===== src/rtl/fifo_rd_stream_adapter.sv =====
// ---------------------------------------------------------------------------
// fifo_rd_stream_adapter
//
// Read-side drain engine for custom_async_fifo, running in the FIFO read clock
// domain. It pulls words from the FIFO read port and presents them downstream
// as a valid/ready stream through a 2-entry skid buffer. The buffer absorbs
// the FIFO's 1-cycle read latency, so 1 word/cycle is sustained with
// m_ready_i held high.
//
// Optional feature macro: FIFO_RD_CNT_EN
//   defined   -> xfer_cnt_o counts accepted words (wraps modulo 2**CNTW)
//   undefined -> xfer_cnt_o port and counter are absent
//
// Ports
//   clk_i         in   read clock (same as FIFO rclk_i)
//   rst_n_i       in   asynchronous active-low reset
//   en_i          in   drain enable; 0 stops new FIFO reads
//   fifo_empty_i  in   FIFO empty flag
//   fifo_dout_i   in   FIFO read data, valid the cycle after ren is sampled
//   fifo_ren_o    out  FIFO read enable (combinational)
//   m_data_o      out  stream data, head of the buffer (registered)
//   m_valid_o     out  stream valid, buffer non-empty (registered)
//   m_ready_i     in   stream ready from downstream
//   occ_o         out  buffer occupancy 0..2
//   xfer_cnt_o    out  words accepted downstream (FIFO_RD_CNT_EN only)
// ---------------------------------------------------------------------------
module fifo_rd_stream_adapter #(
   parameter int DATASIZE = 8,
   parameter int CNTW     = 16
) (
   input  logic                clk_i,
   input  logic                rst_n_i,
   input  logic                en_i,
   input  logic                fifo_empty_i,
   input  logic [DATASIZE-1:0] fifo_dout_i,
   output logic                fifo_ren_o,
   output logic [DATASIZE-1:0] m_data_o,
   output logic                m_valid_o,
   input  logic                m_ready_i,
   output logic [1:0]          occ_o
`ifdef FIFO_RD_CNT_EN
   ,
   output logic [CNTW-1:0]     xfer_cnt_o
`endif
);

   if (DATASIZE < 1 || CNTW < 1) begin : g_param_check
      $error("fifo_rd_stream_adapter: DATASIZE and CNTW must be >= 1");
   end

   logic [1:0]          occ_q, occ_d;
   logic                inflight_q;
   logic                valid_q;
   logic [DATASIZE-1:0] slot0_q, slot0_d;
   logic [DATASIZE-1:0] slot1_q, slot1_d;
   logic                pop;
   logic [2:0]          level;

   assign pop = valid_q & m_ready_i;

   // Committed words after this edge, excluding a read issued now.
   // Never underflows: pop implies occ >= 1.
   assign level = {1'b0, occ_q} + {2'b00, inflight_q} - {2'b00, pop};

   // Gated by rst_n_i so no read is requested while reset is asserted.
   assign fifo_ren_o = rst_n_i & en_i & ~fifo_empty_i & (level < 3'd2);

   always_comb begin
      slot0_d = slot0_q;
      slot1_d = slot1_q;
      occ_d   = occ_q;
      if (pop) begin
         slot0_d = slot1_q;
         occ_d   = occ_q - 2'd1;
      end
      // The returning word lands in the first free slot after the pop.
      if (inflight_q) begin
         if (occ_d == 2'd0) begin
            slot0_d = fifo_dout_i;
         end else begin
            slot1_d = fifo_dout_i;
         end
         occ_d = occ_d + 2'd1;
      end
   end

   always_ff @(posedge clk_i or negedge rst_n_i) begin
      if (!rst_n_i) begin
         occ_q      <= 2'd0;
         inflight_q <= 1'b0;
         valid_q    <= 1'b0;
         slot0_q    <= '0;
         slot1_q    <= '0;
      end else begin
         occ_q      <= occ_d;
         inflight_q <= fifo_ren_o;
         valid_q    <= (occ_d != 2'd0);
         slot0_q    <= slot0_d;
         slot1_q    <= slot1_d;
      end
   end

   assign m_data_o  = slot0_q;
   assign m_valid_o = valid_q;
   assign occ_o     = occ_q;

`ifdef FIFO_RD_CNT_EN
   logic [CNTW-1:0] xfer_cnt_q;

   always_ff @(posedge clk_i or negedge rst_n_i) begin
      if (!rst_n_i) begin
         xfer_cnt_q <= '0;
      end else if (pop) begin
         xfer_cnt_q <= xfer_cnt_q + CNTW'(1);
      end
   end

   assign xfer_cnt_o = xfer_cnt_q;
`endif

endmodule


===== config.mk =====
export PLATFORM = sky130hd
export DESIGN_NAME = fifo_rd_stream_adapter
export DESIGN_NICKNAME = d
export VERILOG_FILES = /design/src/rtl/fifo_rd_stream_adapter.sv
export SDC_FILE = /design/constraint.sdc
export NUM_CORES = 1
export LEC_CHECK = 0
export CAP_MARGIN = 30
export CORE_MARGIN = 3
export CORE_UTILIZATION = 42
export DETAILED_ROUTE_END_ITERATION = 16
export PLACE_DENSITY_LB_ADDON = 0.08
export SYNTH_ARGS = -nofsm -noshare
export SYNTH_HDL_FRONTEND = slang
export SYNTH_SLANG_ARGS = --single-unit

===== constraint.sdc =====
create_clock -name clk_i -period 4.9 [get_ports clk_i]
set_clock_uncertainty 0.1 [all_clocks]
set_input_delay 0.735 -clock clk_i [delete_from_list [all_inputs] [get_ports clk_i]]
set_output_delay 0.735 -clock clk_i [all_outputs]
set_load 0.1 [all_outputs]

==> flow_summary.toml <==
[layout]
stdcell_area_sq_um = 1240
fillerInstances = 183
design.final.nets = 118
antenna-diode-count = 0
areaGrowthSynthToFinish_pct = 31.4
post_route_cells_drive_above_1_share = 0.178
regArea_sq_um = 500
multiInputGateArea_sq_um = 418
post-route-util = 0.608

[worst_setup_path]
worst_setup_path_end_kind = "output pin"
cp_max_fo = 10
required_ns = 4.07
rrSetupSlack_ns = 2.82
cells_along_the_critical_path = "clkdlybuf4s50_1 > nand2_4 > inv_1 > ha_1 > or2b_1 > fa_1 > nand4b_1 > nor2_1 > buf_4"
timing_worst_setup_path_type = "primary input to output pin"
cp-start-kind = "primary input"
cp.arrival_ns = 2.99
slowest_delay_ns = 0.48
critical_path_cell_with_the_highest_stage_delay = "fa_1"

[die]
placement_rows = 16
dieHeight_microns = 53.4
floorplan.core_area_sq_um = 2040
initial_core_util = 0.463
fp.dieArea_sq_um = 2850
die_x_microns = 53.4
pin_count = 25

[clock_network]
post-cts-setup-buffer-count = 0
htree_num_levels = 1
clk_pin_slew_ns = 0.11
clock_tree_from_tritoncts = "built"
ctsResizeCount = 0
clock_tree.buffer_depth = 2
cts_root_buf = "clkbuf_4"
worst_skew_pair.late_latency_ns = 0.29
tritoncts.num_buffers = 3
clock_sink_count = 20
cts.hold.buffers_added = 0

[status]
result_of_the_run = "finished, final reports clean"

[sta]
postLayoutSetupSlackWorst_ns = 1.07
timing.slew.headroom = 0.349
rsz0062_at_grt = "no"
layout_worst_path_cycle_share = 0.781
worst_pin_slew_ns = 0.974
drv_slew = 0
setup_total_negative_slack_ns = 0
period_needed_ns = 3.83
finalSetupViolCount = 0
fmax_mhz = 261
finalHoldViolCount = 0

[detailed_routing]
wirelength_microns = 1660
route.detailed.drc = 0
drt-vias-per-instance = 4.85
via_count = 621
drt-pass1-iter-count = 3
drt.antenna.violating_nets = 0
drtIter0Drc = 6
drt-wirelength-per-cell_microns = 12.9

[grt]
aggregate_global_route_resource_usage = 0.140
gr-total-overflow = 0
grt_pass1_vias = 602
grt_pass1_wl_microns = 2780
grt_start_max_net_pins = 22
grt_antenna_before_repair = 0

[synth]
synth_fp_nets = 90
synth_top_flop_cell = "dfrtp_1"
yosys.area.top_type = "dfrtp_1"
synth_most_common_cell = "dfrtp_1"
seq_total_area_yosys = 0.530
synthArstFlopShare = 1.00
synth_cell_type_count = 23
synth.top_cell.area_share = 0.530
synth.cells.most_frequent = "dfrtp_1 (20), mux2i_1 (9), mux2_2 (8), nand2_1 (8), o21ai_0 (6)"
postSynthRegisterBits = 20
yosysWarningCount = 0
netlist_instances = 74
summed_instance_area_of_the_synthesized_netlist_sq_um = 945
synth.top_cells.by_area = "dfrtp_1 (53%), mux2i_1 (9.5%), mux2_2 (9.5%), o21ai_0 (3.2%), nand2_1 (3.2%)"
number_of_enable_type_register_cells_in_the_synthesized_netlist = 0
syn_area_per_cell_sq_um = 12.8

[place]
post_dp_cell_area_sq_um = 1200
dp.final_hpwl_microns = 1220
preCtsSetupSlack_ns = 1.06
io_buffers = 24
routabilityCongestion = 0.754

[job]
drv_cap = 0

[hold_path]
min_path_type = "flip-flop to flip-flop"
-- routing by layer --
layer,up-vias,share of wire,routed length (microns),GRT usage
met5,-,0,0,0
met4,0,0,0,0.0638
met3,0,0.045,75,0.0338
met2,16,0.49,805,0.214
met1,298,0.47,774,0.185
li1,307,-,-,-
-- worst paths after layout --
path	start	end	cells past startpoint
min in group asynchronous	rst_n_i	occ_o[0]	2
max	m_ready_i	fifo_ren_o	9
max in group asynchronous	rst_n_i	slot1_q[3]	2
max reg2reg	m_valid_o	inflight_q	7
min reg2reg	slot1_q[2]	slot1_q[2]	1
min	slot1_q[2]	slot1_q[2]	1
-- placed cells by master, fill, tap and decap left out, drive strengths merged, types with 2 or more instances in the layout --
cell type and instances:
o21ai 8, mux2i 9, nand2 9, mux2 8, xor2 3, nor2 4
ha 2, clkdlybuf4s50 23, dfrtp 20, buf 2, clkbuf 4, inv 2
-- critical path: cells and delay by family --
| kind | cells | cell delay, ns |
|---|---|---|
| adder cells (fa/ha/maj) | 2 | 0.74 |
| buffers and inverters | 3 | 0.84 |
| AND/OR/NAND/NOR | 4 | 0.67 |
-- area by class of cell --
type	count	share of cell area
well taps	27	0.0272
inverters	2	0.00605
repair buffers	25	0.198
multi-input cells	50	0.337
clock buffers	4	0.0292
flip-flops and latches	20	0.403
-- state kept, by name (all words and copies together), names as in the netlist --
name        count
m_valid_o       1
m_data_o        8
occ_o           2
slot1_q         8
inflight_q      1
-- through the flow --
step,hold WS [ns],cells
after global placement,0.392,124
after CTS,0.427,128
after global routing,0.444,128
after detailed placement,0.396,124
final,0.423,128
after floorplan,0.339,74
-- cells by family (layout without fill, tap and decap cells) --
kind of cell    after synthesis  after routing  share of synthesized area
flops                        20             20                      0.530
simple gates                 17             17                     0.0993
xor+xnor                      4              4                     0.0570
fa+ha+maj                     3              3                     0.0477
mux                          17             17                      0.191
buf+inv                       4             31                     0.0278
compound gates                9              9                     0.0477
Power is not shown: default switching activity piles up to over one toggle a cycle in this logic, so the estimate is an artifact.
